`src/rtl/lifm_column_gen.sv`:
```
// LIFM column generator: walks an IFM in SRAM and emits one column per kernel element.
// Output coordinates advance incrementally; each column is handed off over valid/ready.
module lifm_column_gen #(
  parameter int WORD_WIDTH = 8,
  parameter int STEP_RANGE = 128,
  parameter int ADDR_WIDTH = 16
) (
  input  logic                             clk,
  input  logic                             reset_n,
  input  logic                             start,
  input  logic [WORD_WIDTH-1:0]            ke_width,
  input  logic [WORD_WIDTH-1:0]            ke_height,
  input  logic [WORD_WIDTH-1:0]            of_width,
  input  logic [WORD_WIDTH-1:0]            if_width,
  input  logic [WORD_WIDTH-1:0]            stride,
  input  logic [WORD_WIDTH-1:0]            base_ox,
  input  logic [WORD_WIDTH-1:0]            base_oy,
  input  logic [WORD_WIDTH:0]              num_pos,
  output logic                             mem_rd_en,
  output logic [ADDR_WIDTH-1:0]            mem_addr,
  input  logic [WORD_WIDTH-1:0]            mem_rdata,
  output logic                             col_valid,
  input  logic                             col_ready,
  output logic [WORD_WIDTH-1:0]            kidx,
  output logic [WORD_WIDTH*STEP_RANGE-1:0] lifm_column,
  output logic                             busy,
  output logic                             done
);
  localparam int W  = WORD_WIDTH;
  localparam int LW = $clog2(STEP_RANGE + 1);
  localparam int MW = 3 * WORD_WIDTH + 2;

  typedef enum logic [2:0] {S_IDLE, S_FETCH, S_DRAIN, S_OUTPUT, S_DONE} state_t;

  state_t                r_state;
  logic [W-1:0]          r_fw, r_ow, r_iw, r_s, r_box, r_boy, r_klast;
  logic [W-1:0]          r_kx, r_ky, r_kidx, r_ox, r_oy;
  logic [LW-1:0]         r_n, r_issue, r_cap_lane;
  logic                  r_cap_en;
  logic                  r_mem_rd_en, r_col_valid, r_busy, r_done;
  logic [ADDR_WIDTH-1:0] r_mem_addr;

  logic [LW-1:0]         w_n_in;
  logic                  w_kzero, w_last, w_clear;
  logic [W-1:0]          w_kx_nxt, w_ky_nxt;
  logic [2*W-1:0]        w_prod;

  // Full-width address arithmetic; only the final word address is truncated.
  function automatic logic [ADDR_WIDTH-1:0] addr_calc(input logic [W-1:0] ox, oy, ky, kx, s, iw);
    logic [MW-1:0] row, col, full;
    row  = MW'(oy) * MW'(s) + MW'(ky);
    col  = MW'(ox) * MW'(s) + MW'(kx);
    full = row * MW'(iw) + col;
    return ADDR_WIDTH'(full);
  endfunction

  // Returns {oy, ox} of the following output position, wrapping at the row end.
  function automatic logic [2*W-1:0] next_pos(input logic [W-1:0] ox, oy, ow);
    if (ox + 1'b1 == ow) return {oy + 1'b1, {W{1'b0}}};
    return {oy, ox + 1'b1};
  endfunction

  always_comb begin
    w_n_in   = (num_pos > (W+1)'(STEP_RANGE)) ? LW'(STEP_RANGE) : LW'(num_pos);
    w_kzero  = (ke_width == '0) || (ke_height == '0);
    w_prod   = (2*W)'(ke_width) * (2*W)'(ke_height);
    w_last   = (r_kidx == r_klast);
    w_kx_nxt = r_kx + 1'b1;
    w_ky_nxt = r_ky;
    if (w_kx_nxt == r_fw) begin
      w_kx_nxt = '0;
      w_ky_nxt = r_ky + 1'b1;
    end
    w_clear  = (r_state == S_IDLE && start && !w_kzero) ||
               (r_state == S_OUTPUT && col_ready && !w_last);
  end

  always_ff @(posedge clk or negedge reset_n) begin
    if (!reset_n) begin
      r_state     <= S_IDLE;
      r_fw        <= '0;
      r_ow        <= '0;
      r_iw        <= '0;
      r_s         <= '0;
      r_box       <= '0;
      r_boy       <= '0;
      r_klast     <= '0;
      r_kx        <= '0;
      r_ky        <= '0;
      r_kidx      <= '0;
      r_ox        <= '0;
      r_oy        <= '0;
      r_n         <= '0;
      r_issue     <= '0;
      r_cap_lane  <= '0;
      r_cap_en    <= 1'b0;
      r_mem_rd_en <= 1'b0;
      r_mem_addr  <= '0;
      r_col_valid <= 1'b0;
      r_busy      <= 1'b0;
      r_done      <= 1'b0;
    end else begin
      // Read data returns one cycle after the strobe, so capture trails issue by one.
      r_cap_en   <= r_mem_rd_en;
      r_cap_lane <= r_issue;
      case (r_state)
        S_IDLE: if (start) begin
          r_fw    <= ke_width;
          r_ow    <= of_width;
          r_iw    <= if_width;
          r_s     <= stride;
          r_box   <= base_ox;
          r_boy   <= base_oy;
          r_klast <= W'(w_prod - 1'b1);
          r_n     <= w_n_in;
          r_kx    <= '0;
          r_ky    <= '0;
          r_kidx  <= '0;
          r_issue <= '0;
          r_busy  <= 1'b1;
          if (w_kzero) begin
            r_state <= S_DONE;
            r_done  <= 1'b1;
          end else if (w_n_in == '0) begin
            r_state <= S_DRAIN;
          end else begin
            r_state     <= S_FETCH;
            r_mem_rd_en <= 1'b1;
            r_mem_addr  <= addr_calc(base_ox, base_oy, '0, '0, stride, if_width);
            {r_oy, r_ox} <= next_pos(base_ox, base_oy, of_width);
          end
        end
        S_FETCH: begin
          if (r_issue + LW'(1) < r_n) begin
            r_issue      <= r_issue + LW'(1);
            r_mem_addr   <= addr_calc(r_ox, r_oy, r_ky, r_kx, r_s, r_iw);
            {r_oy, r_ox} <= next_pos(r_ox, r_oy, r_ow);
          end else begin
            r_mem_rd_en <= 1'b0;
            r_mem_addr  <= '0;
            r_state     <= S_DRAIN;
          end
        end
        S_DRAIN: begin
          r_state     <= S_OUTPUT;
          r_col_valid <= 1'b1;
        end
        S_OUTPUT: if (col_ready) begin
          r_col_valid <= 1'b0;
          r_kidx      <= r_kidx + 1'b1;
          r_kx        <= w_kx_nxt;
          r_ky        <= w_ky_nxt;
          if (w_last) begin
            r_state <= S_DONE;
            r_done  <= 1'b1;
          end else if (r_n == '0) begin
            r_state <= S_DRAIN;
          end else begin
            r_state      <= S_FETCH;
            r_issue      <= '0;
            r_mem_rd_en  <= 1'b1;
            r_mem_addr   <= addr_calc(r_box, r_boy, w_ky_nxt, w_kx_nxt, r_s, r_iw);
            {r_oy, r_ox} <= next_pos(r_box, r_boy, r_ow);
          end
        end
        S_DONE: begin
          r_done  <= 1'b0;
          r_busy  <= 1'b0;
          r_state <= S_IDLE;
        end
        default: r_state <= S_IDLE;
      endcase
    end
  end

  genvar gi;
  generate
    for (gi = 0; gi < STEP_RANGE; gi++) begin : g_lane
      logic [W-1:0] r_lane;
      always_ff @(posedge clk or negedge reset_n) begin
        if (!reset_n)                                  r_lane <= '0;
        else if (w_clear)                              r_lane <= '0;
        else if (r_cap_en && (r_cap_lane == LW'(gi)))  r_lane <= mem_rdata;
      end
      assign lifm_column[gi*W +: W] = r_lane;
    end
  endgenerate

  assign mem_rd_en = r_mem_rd_en;
  assign mem_addr  = r_mem_addr;
  assign col_valid = r_col_valid;
  assign kidx      = r_kidx;
  assign busy      = r_busy;
  assign done      = r_done;
endmodule
```
`config.mk`:
```
export PLATFORM = sky130hd
export DESIGN_NAME = lifm_column_gen
export DESIGN_NICKNAME = d
export VERILOG_FILES = /design/src/rtl/lifm_column_gen.sv
export SDC_FILE = /design/constraint.sdc
export NUM_CORES = 2
export LEC_CHECK = 0
export CAP_MARGIN = 20
export CORE_AREA = 2 2 443 445
export CTS_CLUSTER_DIAMETER = 150
export DETAILED_ROUTE_END_ITERATION = 6
export DIE_AREA = 0 0 445 447
export GPL_ROUTABILITY_DRIVEN = 0
export PLACE_DENSITY_LB_ADDON = 0.2
export SLEW_MARGIN = 20
export SYNTH_ARGS = -nofsm -noshare
export SYNTH_HDL_FRONTEND = slang
export SYNTH_SLANG_ARGS = --single-unit
```
`constraint.sdc`:
```
create_clock -name clk -period 11.19 [get_ports clk]
set_input_delay 2.238 -clock clk [delete_from_list [all_inputs] [get_ports clk]]
set_output_delay 2.238 -clock clk [all_outputs]
set_load 0.01 [all_outputs]
```
* Word-level counts from Yosys, hierarchy flattened
Index checks and enable logic that the tools add are counted.
** Word-level totals
- Bits in writable memories :: 0
- Bits in read-only memories :: 0
- Bits in latches :: 0
- Output and inout bits :: 1052
- Input bits :: 77
- Memories :: 0
- Flip-flop bits (word level) :: 1168
- Word-level logic and storage cells :: 952
** Operators by class
- Add/subtract/negate cells :: 18
- $mul :: 10
- Shift operators :: 0
- Div/mod/pow operators :: 0
- Multiplexer cells :: 339
- Reductions and logical operators :: 286
- Bitwise operators :: 0
- Equal/unequal tests :: 147
- Order comparisons :: 2
** Operators with widths (number)
- $mux W8 :: 281
- $eq A8 B7 Y1 const B :: 64
- $reduce_bool A2 Y1 :: 131
- $eq A8 B6 Y1 const B :: 32
- $mux W16 :: 13
- $logic_and A1 B1 Y1 :: 132
- $eq A8 B5 Y1 const B :: 16
- $mul A8 B8 Y16 :: 6
- $add A8 B1 Y8 const B :: 10
- $pmux W8 S3 :: 3
- $eq A8 B4 Y1 const B :: 8
- $add A16 B16 Y16 :: 3
- $pmux W16 S3 :: 1
- $pmux W8 S2 :: 3
- $eq A8 B8 Y1 :: 5
- $logic_not A8 Y1 :: 5
- $add A16 B8 Y17 :: 2
- $mul A17 B8 Y16 :: 2
- $add A16 B8 Y16 :: 2
- $eq A8 B3 Y1 const B :: 4
- $mux W1 :: 26
- $ne A2 B2 Y1 const B :: 11
- $eq A8 B2 Y1 const B :: 2
- $mul A16 B8 Y16 :: 1
- 24 further kinds :: 39

* Logic depth before layout (Yosys ltp)
- Word-level depth :: 12
- Mapped depth :: 46

* Least setup slack after synthesis
OpenSTA, ideal clock, no wires.
- Kind :: input -> register
- From :: input base_oy[6]
- To :: register r_mem_addr[15], in the netlist mem_addr[15]
- Stages on the path :: 33
- Setup time :: 99 ps
- Required time :: 11091 ps
- Path buffers :: 1
- Setup slack :: 14 ps
- Arrival :: 11076 ps
- Cells stage by stage :: clkbuf_1 > and2_1 > fa_1 > inv_1 > fa_1 > fa_1 > fa_1 > inv_1 > ha_1 > and2_1 > a31o_2 > nor2_1 > xnor2_1 > nand2_1 > fa_1 > inv_1 > fa_1 > inv_1 > fa_1 > fa_1 > fa_1 > inv_1 > fa_1 > ha_1 > and3_1 > a311o_1 > a21o_1 > a21oi_1 > a21oi_1 > nor2_1 > xor2_1 > xnor3_1 > a311oi_1
** Between the ends
- Cells in the longest elaborated chain, start to end :: 7
** Ends and longest elaborated chain
- from (decl) :: RTL line 17 : input logic [WORD_WIDTH-1:0] base_oy,
- $mul A8 B8 Y16 :: RTL line 51 : row = MW'(oy) * MW'(s) + MW'(ky);
- $mul A16 B8 Y16 :: RTL line 53 : full = row * MW'(iw) + col;
- $add A16 B16 Y16 :: RTL line 53
- $mux W16 :: RTL line 124 : end else if (w_n_in == '0) begin
- $mux W16 :: RTL line 121 : if (w_kzero) begin
- $mux W16 :: RTL line 107 : S_IDLE: if (start) begin
- $pmux W16 S3 :: RTL line 106 : case (r_state)
- to (signal assigned) :: RTL line 129 : r_mem_addr <= addr_calc(base_ox, base_oy, '0, '0, stride, if_width);
- to (signal assigned) :: RTL line 136 : r_mem_addr <= addr_calc(r_ox, r_oy, r_ky, r_kx, r_s, r_iw);
- to (signal assigned) :: RTL line 162 : r_mem_addr <= addr_calc(r_box, r_boy, w_ky_nxt, w_kx_nxt, r_s, r_iw);
- to (decl) :: RTL line 41 : logic [ADDR_WIDTH-1:0] r_mem_addr;
Every way passes these cells. The select of a mux whose other input is x is not followed.
A chain may end at the register's enable or synchronous reset.

* Worst setup path after layout
- From :: input stride[7]
- To :: register r_mem_addr[15], in the netlist mem_addr[15]
** Between the ends
- Cells in the longest elaborated chain, start to end :: 7
** Ends and longest elaborated chain
- from (decl) :: RTL line 15 : input logic [WORD_WIDTH-1:0] stride,
- $mul A8 B8 Y16 :: RTL line 51
- $mul A16 B8 Y16 :: RTL line 53
- $add A16 B16 Y16 (*) :: RTL line 53
- $mux W16 (*) :: RTL line 124
- $mux W16 (*) :: RTL line 121
- $mux W16 (*) :: RTL line 107
- $pmux W16 S3 (*) :: RTL line 106
Every way passes the cells marked *; elsewhere a longest branch is shown, timed or not. The select of a mux whose other input is x is not followed.

==> results.sh <==
export IMPL_fillers=18400
export IMPL_wl_um=295000
export IMPL_worstPathRequired_ps=11910
export IMPL_drtAntennaViolNets=0
export IMPL_cp_buffers_inverters=7
export IMPL_syn_to_final_growth_pct=26.9
export IMPL_core_area_um2=194000
export IMPL_endpoint="mem_addr[15]$_DFFE_PN0P_"
export IMPL_first_iter_violations=6162
export IMPL_avgRoutedWirePerCell_um=25.2
export IMPL_clock_root_buffer="clkbuf_16"
export IMPL_rr_worst_depth=44
export IMPL_hold_viol=0
export IMPL_die_h_um=447
export IMPL_crit_path_start_kind="input port"
export IMPL_synth_seq_cells=1168
export IMPL_status="completed"
export IMPL_port_buffers=1128
export IMPL_cp_top_family="adder cells"
export IMPL_synthesis_area_um2=73300
export IMPL_seq_area_frac_synth_pct=39.9
export IMPL_post_place_ws_ps=-755
export IMPL_clkTransAtPathRegs_ps=60
export IMPL_clk_latency_ps=820
export IMPL_r2r_end="mem_addr[15]$_DFFE_PN0P_"
export IMPL_worst_path_max_delay_cell="fa_1"
export IMPL_relSlewSlack_pct=18.4
export IMPL_core_rowCount=162
export IMPL_path_class="in -> reg"
export IMPL_worstPathArrival_ps=11550
export IMPL_antenna_found_initial=7
export IMPL_tightest_slew_ps=1220
export IMPL_top_usage_layer="met2"
export IMPL_dp_hpwl_um=216000
export IMPL_grt_usage_pct=28.9
export IMPL_synth_edf_count=0
export IMPL_pin_count=1129
export IMPL_worstHoldPathType="reg -> reg"
export IMPL_finalSetupViolCount=0
export IMPL_grt_max_degree=214
export IMPL_grt_use_met3_pct=5.80
export IMPL_grt_pass1_vias=61300
export IMPL_fin_nets=9943
export IMPL_cp_end_kind="flip-flop"
export IMPL_htreeDepth=4
export IMPL_r2r_start="r_kx[1]$_DFFE_PN0P_"
export IMPL_yosysUniqueCellTypes=75
export IMPL_first_pass_iters=6
export IMPL_met2_usage_pct=46.3
export IMPL_netlist_instances=8056
export IMPL_cts_num_sinks=1168
export IMPL_fin_crit_sh_pct=96.8
export IMPL_slowest_delay_ps=570
export IMPL_syn_avg_cell_area_um2=9.09
export IMPL_rsz0062_at_grt="true"
export IMPL_gr_total_overflow=0
export IMPL_drive_gt1_share_pct=6.91
export IMPL_layout_common_cells="1364 x nand2_1, 1167 x dfrtp_1, 1115 x clkdlybuf4s50_1, 872 x a21oi_1, 700 x inv_1"
export IMPL_maxCapViolations=0
export IMPL_ys_flop_type="dfrtp_1"
export IMPL_design_die_area_um2=199000
export IMPL_worst_path_stages=34
export IMPL_final_common_cell="nand2_1"
export IMPL_die_w_um=445
export IMPL_r2r_slack_ps=370
export IMPL_cp_common_cell="fa_1"
export IMPL_met1_usage_pct=36.9
export IMPL_grt_pass1_wl_um=428000
export IMPL_vias=62800
export IMPL_start_util_pct=37.7
export IMPL_fin_ws_ps=354
export IMPL_cp_startpoint="stride[7]"
export IMPL_clockBufferDepth=3
export IMPL_maxSlewViolCount=0
export IMPL_ys_warn_count=0
export IMPL_async_flop_share_pct=100
export IMPL_cts_tree="done"
export IMPL_drc=0
export IMPL_fin_crit_ps=10840
export IMPL_postSynthNetCount=8963
export IMPL_fin_skew_ps=40.2
export IMPL_clock_fmax_mhz=92.3
export IMPL_vias_per_cell=5.37
export IMPL_crit_fanout=4
export IMPL_cts_buffers=136
-- routing by layer --
layer  wire length [um]  up-vias
li1                   -    28000
met2             139000     2515
met4              17700        0
met3              22500      560
met1             116000    31700
met5                  0        -
-- stage by stage --
stage,setup TNS [ps],instance area [um2],instances,utilization (%),hold WS (ps)
floorplan,0,73300,8056,-,392
global placement,-813,87900,11400,45.3,466
detailed placement,-987,87900,11400,45.3,479
CTS,0,92500,11700,47.7,492
global route,-75.3,93000,11700,47.9,511
finish,0,93000,11700,47.9,495
-- cells in the mapped netlist (5+ instances only) --
master	instances	share of area, %
nor3_1	24	0.16
and3_1	24	0.20
xor2_1	74	0.88
buf_1	10	0.051
o21a_1	5	0.051
nand3_1	264	1.8
inv_1	706	3.6
nor2b_1	19	0.16
a211oi_1	11	0.11
mux2i_1	243	3.3
o21bai_1	15	0.15
fa_1	512	14
xnor2_1	136	1.6
a22o_1	12	0.14
nor2_1	435	2.2
nand2_1	1380	7.1
ha_1	318	5.4
nor4_1	13	0.11
o21ai_0	653	4.5
a21o_1	21	0.22
o211ai_1	13	0.13
nand2b_1	21	0.18
nand4_1	6	0.051
o22ai_1	19	0.16
xnor3_1	8	0.25
and2_1	415	3.5
clkbuf_1	555	2.8
or2_2	6	0.051
a31oi_1	11	0.094
dfrtp_1	1168	40
a21oi_1	878	6.0
-- sequential cells by signal, indices dropped and copies added, names as in the netlist, 3 cells and up --
signal	count
g_lane.r_lane	1024
kidx	8
mem_addr	16
r_box	8
r_boy	8
r_cap_lane	8
r_fw	8
r_issue	8
r_iw	8
r_klast	8
r_kx	8
r_ky	8
r_n	8
r_ow	8
r_ox	8
r_oy	8
r_s	8
r_state	3
-- worst min path at each step --
stage / start / slack, ps / cells after the start / end
final: r_issue[7]$_DFFE_PN0P_ / 490 / 0 / r_cap_lane[7]$_DFF_PN0_
after floorplan: r_issue[7]$_DFFE_PN0P_ / 390 / 0 / r_cap_lane[7]$_DFF_PN0_
after detailed placement: r_issue[5]$_DFFE_PN0P_ / 480 / 0 / r_cap_lane[5]$_DFF_PN0_
after CTS: r_issue[5]$_DFFE_PN0P_ / 490 / 0 / r_cap_lane[5]$_DFF_PN0_
after global routing: r_issue[5]$_DFFE_PN0P_ / 510 / 0 / r_cap_lane[5]$_DFF_PN0_
after global placement: r_issue[5]$_DFFE_PN0P_ / 470 / 0 / r_cap_lane[5]$_DFF_PN0_
-- kinds of logic after synthesis --
kind of cell | Yosys count | synth area share (%)
compound gates | 1693 | 12.2
fa+ha+maj | 830 | 19.4
simple gates | 2625 | 15.8
buf+inv | 1275 | 6.54
mux | 246 | 3.37
xor+xnor | 219 | 2.78
flops | 1168 | 39.9
-- final cells by class --
class                           count  area, um2  share of cell area [%]
Antenna cell                        7       17.5                  0.0188
Clock buffer                      199       4000                    4.31
Clock inverter                     41        479                   0.515
Inverter                          706       2650                    2.85
Multi-Input combinational cell   5613      39900                    42.9
Sequential cell                  1168      29200                    31.4
Tap cell                         2542       3180                    3.42
Timing Repair Buffer             1411      13500                    14.6
-- what timing repair did --
item / in CTS / in global routing
pin swaps: 5 / 60
gates resized for setup: 17 / 76
setup endpoints to repair: 1 / 6
buffers inserted: 1 / 10
hold buffers: 0 / 0
Power is left out: the tool's default activity adds up to more than one toggle a clock period on the data nets, which glitch-free logic cannot reach.
